==> src/rtl/grey_pkg.sv <==
// Shared constants for the grey counter sequencing controller: sizes, state and command codes.
package grey_pkg;
  localparam int DIGITS   = 12;
  localparam int DW       = 5;
  localparam int INIT_W   = DIGITS * DW;
  localparam int BCNT_W   = $clog2(INIT_W);
  localparam int RATE_W   = 8;
  localparam int SCAN_DIV = 4;
  localparam int SDIV_W   = (SCAN_DIV > 1) ? $clog2(SCAN_DIV) : 1;
  localparam int DSEL_W   = 4;

  localparam logic [1:0] ST_IDLE  = 2'd0;
  localparam logic [1:0] ST_SHIFT = 2'd1;
  localparam logic [1:0] ST_RUN   = 2'd2;
  localparam logic [1:0] ST_HOLD  = 2'd3;

  localparam logic [1:0] CMD_NOP  = 2'b00;
  localparam logic [1:0] CMD_LOAD = 2'b01;
  localparam logic [1:0] CMD_RUN  = 2'b10;
  localparam logic [1:0] CMD_HOLD = 2'b11;
endpackage

==> src/rtl/grey_prescale.sv <==
// Reloadable down-counter; emits a registered one-cycle pulse when an enabled count hits zero.
module grey_prescale
  import grey_pkg::*;
#(
  parameter int W = RATE_W
) (
  input  logic         i_clk,
  input  logic         i_rst,
  input  logic         i_en,
  input  logic         i_reload,
  input  logic [W-1:0] i_rate,
  output logic         o_zero
);
  logic [W-1:0] r_cnt;
  logic         r_zero;

  // Reload wins over counting; the pulse also reloads so the period is i_rate+1.
  always_ff @(posedge i_clk or posedge i_rst) begin
    if (i_rst) begin
      r_cnt  <= '0;
      r_zero <= 1'b0;
    end else begin
      r_zero <= 1'b0;
      if (i_reload) begin
        r_cnt <= i_rate;
      end else if (i_en) begin
        if (r_cnt == '0) begin
          r_zero <= 1'b1;
          r_cnt  <= i_rate;
        end else begin
          r_cnt <= r_cnt - {{(W-1){1'b0}}, 1'b1};
        end
      end
    end
  end

  assign o_zero = r_zero;
endmodule

==> src/rtl/grey_seq_ctrl.sv <==
// Sequencing controller for the 12-digit grey counter: serial init load, prescaled run/hold
// enable and free-running digit-select scan.
module grey_seq_ctrl
  import grey_pkg::*;
(
  input  logic              i_clk,
  input  logic              i_rst,
  input  logic [1:0]        i_cmd,
  input  logic              i_cmd_vld,
  input  logic              i_sdata,
  input  logic              i_sdata_vld,
  input  logic [RATE_W-1:0] i_rate,
  output logic [INIT_W-1:0] o_init,
  output logic              o_load,
  output logic              o_en,
  output logic [3:0]        o_dsel,
  output logic [1:0]        o_state,
  output logic              o_err
);
  // Both inputs are valid-only streams: no ready, a beat is taken on every cycle its valid is high.
  logic [1:0]        r_state;
  logic [INIT_W-1:0] r_init;
  logic [BCNT_W-1:0] r_bcnt;
  logic              r_load;
  logic              r_err;
  logic [SDIV_W-1:0] r_sdiv;
  logic [DSEL_W-1:0] r_dsel;

  logic       w_cmd_load, w_cmd_run, w_cmd_hold;
  logic       w_shift, w_last_bit;
  logic [1:0] w_state_nxt;
  logic       w_err_set, w_load_acc, w_pre_reload, w_pre_en, w_en;

  always_comb begin
    w_cmd_load = 1'b0;
    w_cmd_run  = 1'b0;
    w_cmd_hold = 1'b0;
    if (i_cmd_vld) begin
      case (i_cmd)
        CMD_NOP:  ;
        CMD_LOAD: w_cmd_load = 1'b1;
        CMD_RUN:  w_cmd_run  = 1'b1;
        CMD_HOLD: w_cmd_hold = 1'b1;
      endcase
    end
  end

  assign w_shift    = (r_state == ST_SHIFT) && i_sdata_vld;
  assign w_last_bit = w_shift && (r_bcnt == BCNT_W'(INIT_W - 1));

  always_comb begin
    w_state_nxt  = r_state;
    w_err_set    = 1'b0;
    w_load_acc   = 1'b0;
    w_pre_reload = 1'b0;
    case (r_state)
      ST_IDLE: begin
        if (w_cmd_load) begin
          w_state_nxt = ST_SHIFT;
          w_load_acc  = 1'b1;
        end else if (w_cmd_run) begin
          w_state_nxt  = ST_RUN;
          w_pre_reload = 1'b1;
        end else if (w_cmd_hold) begin
          w_state_nxt = ST_HOLD;
        end
      end
      ST_SHIFT: begin
        // A completing bit beats any command; that command is reported as rejected.
        if (w_last_bit) begin
          w_state_nxt = ST_IDLE;
          w_err_set   = w_cmd_load | w_cmd_run | w_cmd_hold;
        end else if (w_cmd_hold) begin
          w_state_nxt = ST_IDLE;
        end else if (w_cmd_load || w_cmd_run) begin
          w_err_set = 1'b1;
        end
      end
      ST_RUN: begin
        if (w_cmd_hold) begin
          w_state_nxt = ST_HOLD;
        end else if (w_cmd_load) begin
          w_state_nxt = ST_SHIFT;
          w_load_acc  = 1'b1;
        end
      end
      default: begin
        if (w_cmd_run) begin
          w_state_nxt  = ST_RUN;
          w_pre_reload = 1'b1;
        end else if (w_cmd_load) begin
          w_state_nxt = ST_SHIFT;
          w_load_acc  = 1'b1;
        end
      end
    endcase
  end

  // Leaving RUN suppresses the pulse on that edge so o_en drops immediately.
  assign w_pre_en = (r_state == ST_RUN) && !w_cmd_hold && !w_cmd_load;

  grey_prescale #(.W(RATE_W)) u_prescale (
    .i_clk    (i_clk),
    .i_rst    (i_rst),
    .i_en     (w_pre_en),
    .i_reload (w_pre_reload),
    .i_rate   (i_rate),
    .o_zero   (w_en)
  );

  always_ff @(posedge i_clk or posedge i_rst) begin
    if (i_rst) begin
      r_state <= ST_IDLE;
      r_init  <= '0;
      r_bcnt  <= '0;
      r_load  <= 1'b0;
      r_err   <= 1'b0;
    end else begin
      r_state <= w_state_nxt;
      r_load  <= w_last_bit;
      if (w_shift) r_init <= {r_init[INIT_W-2:0], i_sdata};
      if (w_load_acc) r_bcnt <= '0;
      else if (w_shift) r_bcnt <= r_bcnt + BCNT_W'(1);
      if (w_load_acc) r_err <= 1'b0;
      else if (w_err_set) r_err <= 1'b1;
    end
  end

  always_ff @(posedge i_clk or posedge i_rst) begin
    if (i_rst) begin
      r_sdiv <= '0;
      r_dsel <= '0;
    end else if (r_sdiv == SDIV_W'(SCAN_DIV - 1)) begin
      r_sdiv <= '0;
      r_dsel <= (r_dsel == DSEL_W'(DIGITS - 1)) ? '0 : r_dsel + DSEL_W'(1);
    end else begin
      r_sdiv <= r_sdiv + SDIV_W'(1);
    end
  end

  assign o_init  = r_init;
  assign o_load  = r_load;
  assign o_en    = w_en;
  assign o_dsel  = r_dsel;
  assign o_state = r_state;
  assign o_err   = r_err;
endmodule
==> config.mk <==
export PLATFORM = sky130hd
export DESIGN_NAME = grey_seq_ctrl
export DESIGN_NICKNAME = d
export VERILOG_FILES = /design/src/rtl/grey_pkg.sv /design/src/rtl/grey_prescale.sv /design/src/rtl/grey_seq_ctrl.sv
export SDC_FILE = /design/constraint.sdc
export NUM_CORES = 1
export LEC_CHECK = 0
export BUFFER_PORTS_ARGS = -buffer_cell sky130_fd_sc_hd__buf_2
export CORE_UTILIZATION = 25
export CTS_BUF_LIST = sky130_fd_sc_hd__clkbuf_8 sky130_fd_sc_hd__clkbuf_16
export CTS_CLUSTER_DIAMETER = 150
export DETAILED_ROUTE_END_ITERATION = 6
export PLACE_DENSITY = 0.53
export SETUP_SLACK_MARGIN = 0.4
export SLEW_MARGIN = 40
export SYNTH_ARGS = -nofsm -noshare
export SYNTH_HDL_FRONTEND = slang
export SYNTH_SLANG_ARGS = --single-unit
export TNS_END_PERCENT = 5
==> constraint.sdc <==
create_clock -name i_clk -period 4.5 [get_ports i_clk]
set_input_delay 0.675 -clock i_clk [delete_from_list [all_inputs] [get_ports i_clk]]
set_output_delay 0.675 -clock i_clk [all_outputs]
set_load 0.005 [all_outputs]
==> metrics.txt, run 1 <==
RSZ-0062 raised after global routing=no; kind of critical path=register to register; Port-buffer cells=83; Fin. Hold Viols=0; synthesized flop and latch total=85; crit start category=register; worst relative slew slack=0.505; gpl congestion=0.735; Final period util=0.459; clk slew on worst S/H paths=0.07 ns; syn_area_per_cell=9.07 µm²; Via density=4.34; most numerous cell in the Yosys netlist=nand2_1; met2 usage=0.185; Synth Net Count=423; PostCTS Resize Cnt=0; Wirelength per Cell=12.5 µm; hpwl dp=5710 µm; Placed Cells=650; Non-Filler Instances=666; postcts setup bufs=0; crit path launch=o_state[1]; IO Count=84; pwr/cell area=496 nW/µm²; post-layout total power=2.26 mW; Async S/R FF share, synth=1.00; Post-synth top cells=nand2_1 (192), dfrtp_1 (85), nor2_1 (17); outcome=finished clean; worst r2r src=o_state[1]; Synth Instances=403; skew final=0.00759 ns; first-pass GRT wire length=13500 µm; diodes inserted=0; worst-path fanout max=39; Post-synth EDFFs=0; Ys Warns=0; Slew Viols, Final=0; Yosys top cell by area=dfrtp_1; fmax=485 MHz; prevailing post-synth register cell=dfrtp_1; chip width=123 µm; final setup violation count=0; Nets=approximately 500; Initial Util=0.259; Unique masters post-synth=46; mapped cell area=3660 µm²; Root Driver=clkbuf_16; remaining antenna violation count=0; CTS Hold Bufs=0; largest net degree at the start of global routing=56; design area=4560 µm²; Placed Instance Area=4240 µm²; DP Worst Slack=2.21 ns; synthesis-to-layout area growth=24.7%; via count=approximately 2900; TritonCTS clock tree=yes; layout cells sized above 1=0.237; H-Tree Level Count=3; met1 Usage GRT=0.146; worst path arrival time=2.33 ns; WHS=0.363 ns; slew of the pin with the lowest slew margin=0.742 ns; Max-cap violations=0; Bufs on Longest Clock Path=2; worst hold path type=input port to async pin; CP Capture Type=register; area share of the largest cell type after synthesis=0.582; DIE HEIGHT=123 µm; DR pass1 iterations=4; Synth area leaders=dfrtp_1 (58%), nand2_1 (20%), nor2_1 (1.7%); GRT overflow=0; DR iter-0 viols=189; most used routing layer=met2; Leakage=about 2.6 nW; setup slack after layout=between 2 and 2.5 ns; full die area=15100 µm²; Clock Latency Late Sink=0.34 ns; WL final=8310 µm; flop-to-flop setup slack=2.44 ns; reg-to-reg endpoint=o_err; WP data required=4.77 ns; Residual DRC=0; initial antenna violation count=0; Row Count=43; GRT Overall Usage=0.117; Tmin final=approximately 2.1 ns; VDD IR max=0.000196 V; Core ar.=14100 µm²; total CTS buffers=9; vias in the first global route=2670; final core occ=0.324; Seq/Total Area, Yosys=0.582; worst-case reg-to-reg path depth=5; met3 Usage GRT=0.0434; clock sinks=85; setup TNS=0 ns
-- power breakdown --
part	switching [mW]	internal, mW	total [mW]	leakage (nW)
registers	0.105	0.881	0.986	1.15
logic	0.277	0.183	0.461	1.27
clock network	0.312	0.500	0.813	0.158
-- layout by cell type, fill, tap and decap left out, drive strengths merged, types with 2 or more instances in the layout --
cell	synthesis	routed
bufinv	0	2
nor3	5	5
mux2i	5	5
inv	11	10
clkinv	0	4
clkbuf	13	10
ha	5	5
nand2	193	193
nor4	3	3
nor2	18	18
xor2	3	3
nor2b	3	3
dfrtp	85	85
o22ai	4	4
o21ai	9	9
nand3	5	5
a21oi	10	10
buf	7	87
nand4	2	2
nand3b	2	2
and4	2	2
-- state kept, by name, indices dropped and copies added (netlist names) --
name	count
o_init	60
u_prescale.o_zero	1
o_load	1
o_err	1
u_prescale.r_cnt	8
r_sdiv	2
o_dsel	4
r_bcnt	6
o_state	2
-- critical path: stages (launching register included) --
cell and delay [ns]:
dfrtp_1 0.50, and3b_2 0.77, nand2_1 0.18, nor2_1 0.24
o32ai_1 0.13, a21oi_1 0.15
-- final cells by class --
cell class                      count  area [µm²]
Sequential cell                    85        2130
Fill cell                        1517        9540
Inverter                           11        46.3
Timing Repair Buffer               87         445
Multi-Input combinational cell    287        1390
Tap cell                          180         225
Clock buffer                       10         239
Clock inverter                      6        86.3
-- cell families (layout without fill, tap and decap cells) --
group / count (synthesis) / in the layout / synth area share
muxes: 6 / 6 / 0.0168
xor gates and xnor gates: 4 / 4 / 0.00958
DFF: 85 / 85 / 0.582
AOI/OAI and AO/OA: 32 / 32 / 0.0575
buffers and inverters: 31 / 114 / 0.0380
adders and majority gates: 6 / 6 / 0.0202
and+or+nand+nor: 239 / 239 / 0.276
-- worst max-delay path by stage --
| stage | endpoint | slack [ns] | cells past startpoint |
|---|---|---|---|
| final | o_err | 2.44 | 5 |
| after global routing | o_err | 2.19 | 5 |
| after CTS | o_err | 2.37 | 5 |
| after detailed placement | o_err | 2.21 | 6 |
| after global placement | o_init[42] | 2.09 | 5 |
| after floorplan | o_dsel[0] | 1.63 | 1 |
-- layer usage --
| metal | vias to the layer above | part of all wire |
|---|---|---|
| met5 | - | 0 |
| li1 | 1443 | - |
| met4 | 0 | 0.015 |
| met1 | 1379 | 0.45 |
| met3 | 10 | 0.061 |
| met2 | 61 | 0.47 |
Power figures use the tool's default switching activity.
==> run 2: changes to the inputs <==
--- a/config.mk
+++ b/config.mk
@@ -5,6 +5,7 @@
 export SDC_FILE = /design/constraint.sdc
 export NUM_CORES = 1
 export LEC_CHECK = 0
+export ABC_AREA = 1
 export BUFFER_PORTS_ARGS = -buffer_cell sky130_fd_sc_hd__buf_2
 export CORE_UTILIZATION = 25
 export CTS_BUF_LIST = sky130_fd_sc_hd__clkbuf_8 sky130_fd_sc_hd__clkbuf_16
==> constraint.sdc (replaced) <==
create_clock -name i_clk -period 2.05 [get_ports i_clk]
set_input_delay 0.3075 -clock i_clk [delete_from_list [all_inputs] [get_ports i_clk]]
set_output_delay 0.3075 -clock i_clk [all_outputs]
set_load 0.005 [all_outputs]
==> run 2 against run 1 <==
Against the previous run: final area is 2.5% higher; first-iteration DRC count is 1.6% lower; synthesized cell count is 6.0% higher; wire length increased by 0.85%; critical endpoint is now r_bcnt[5]; largest cell class unchanged.
==> metrics.txt, run 2 <==
GRT Overall Usage=0.121; DR pass1 iterations=4; Synth Net Count=447; kind of critical path=register to register; Final period util=0.733; max reg flops=60; fmax=665 MHz; Residual DRC=0; slew of the pin with the lowest slew margin=roughly 0.45 ns; via count=2993; Tmin final=1.50 ns; remaining antenna violation count=0; Via density=about 4.3; Slew Viols, Final=0; syn_area_per_cell=8.59 µm²; worst path arrival time=roughly 1.7 ns; prevailing post-synth register cell=dfrtp_1; final core occ=0.332; met1 Usage GRT=0.148; met3 Usage GRT=0.0530; worst path cell trace=inv_2, nand2_2, nor2_8, inv_2, buf_4, nor2_4, nand2_1, o21ai_1, nor2_1; skew final=0.00659 ns; Clock Latency Late Sink=0.34 ns; Yosys top cell by area=dfrtp_1; GRT overflow=0; Ys Warns=0; WHS=0.0927 ns; H-Tree Level Count=3; Leakage=2.44 nW; slowest stage cell, crit path=dfrtp_1; clock sinks=85; cell family with most CP delay=simple AND/OR/NAND/NOR gates; largest net degree at the start of global routing=between 80 and 90; crit start category=register; Bufs on Longest Clock Path=2; total CTS buffers=9; layout cells sized above 1=0.232; Wirelength per Cell=around 12 µm; WP data required=2.29 ns; most frequent cells in the layout=nand2_1 (118), dfrtp_1 (85), buf_2 (83); Post-synth top cells=nand2_1 (119), dfrtp_1 (85), inv_1 (65); mapped cell area=3670 µm²; first-pass GRT wire length=14000 µm; worst hold path type=input port to async pin; clk slew on worst S/H paths=0.07 ns; Core ar.=14100 µm²; TritonCTS clock tree=yes; worst-path fanout max=18; worst relative slew slack=0.700; pwr/cell area=1510 nW/µm²; Synth area leaders=dfrtp_1 (58%), nand2_1 (12%), inv_1 (6.7%); Max-cap violations=0; CP Capture Type=register; vias in the first global route=between 2000 and 3000; setup TNS=0 ns; synthesized flop and latch total=85; Nets=roughly 540; IO Count=84; Row Count=43; area share of the largest cell type after synthesis=0.580; setup slack after layout=0.546 ns; Async S/R FF share, synth=1.00; WL final=8380 µm; synthesis-to-layout area growth=27.4%; post-layout total power=slightly above 7 mW; full die area=15200 µm²; DR iter-0 viols=186; initial antenna violation count=0; Synth Instances=427; Seq/Total Area, Yosys=0.580; Root Driver=clkbuf_16; commonest non-fill, non-tap cell in the layout=nand2_1; most used cell, CP=inv_2; met2 usage=0.187; CP bufs+invs=3; RSZ-0062 raised after global routing=yes; DP Worst Slack=0.443 ns; most used routing layer=met2; Initial Util=0.260; most numerous cell in the Yosys netlist=nand2_1; final setup violation count=0; crit-path max cell delay=0.41 ns; diodes inserted=0; chip width=123 µm; outcome=finished clean; DIE HEIGHT=123 µm; Unique masters post-synth=23; gpl congestion=0.821; Fin. Hold Viols=0; Port-buffer cells=83; Post-synth EDFFs=0; hpwl dp=5680 µm; VDD IR max=roughly 0.00081 V
-- run 2: final cells by class --
cell class              instances  area [µm²]
well taps                     180         225
flip-flops and latches         85        2130
fillers                      1479        9420
clock inverters                 5        82.6
inverters                      68         259
repair buffers                 91         500
multi-input cells             261        1230
clock buffers                  11         253
-- run 2: tightest hold or removal path, delay by kind of cell --
family	cells	cell delay [ns]
buffers and inverters	3	0.55
-- run 2: path summary, 6_finish.rpt --
kind,start,endpoint,slack (ns),cells past startpoint
worst min-delay path,i_rst,o_init[28],0.09,3
worst min register to register,r_sdiv[0],r_sdiv[0],0.43,1
worst max-delay path,o_state[1],r_bcnt[5],0.55,9
min in group i_clk,i_sdata,o_init[0],0.18,3
max in group asynchronous,i_rst,o_init[40],1.62,3
worst max register to register,o_state[1],r_bcnt[5],0.55,9
-- run 2: metal layers --
layer | share of wire | up-vias
met2 | 0.45 | 77
met4 | 0.019 | 0
li1 | - | 1514
met1 | 0.46 | 1390
met5 | 0 | -
met3 | 0.069 | 12
-- run 2: cells by family after synthesis --
group,after synthesis,share of synthesized area
DFF,85,0.580
xor gates and xnor gates,2,0.00478
muxes,1,0.00307
adders and majority gates,5,0.0171
buffers and inverters,81,0.0877
and+or+nand+nor,175,0.201
AOI/OAI and AO/OA,78,0.107
-- run 2: power by group --
part           internal (mW)  switching [mW]
Clock                   1.13           0.675
Sequential              2.36           0.501
Combinational          0.996            1.39
-- run 2: stage by stage --
stage	instances	instance area (µm²)
5_1_grt	701	4670
3_3_place_gp	682	4310
3_5_place_dp	682	4310
4_1_cts	698	4640
6_report	701	4670
2_1_floorplan	427	3670
-- run 2: timing repair --
action / 4_1_cts / 5_1_grt
setup buffers: 0 / 3
resized for setup: 0 / 3
hold buffers: 0 / 0
hold endpoints to repair: 0 / 0
endpoints found under the setup margin: 0 / 11
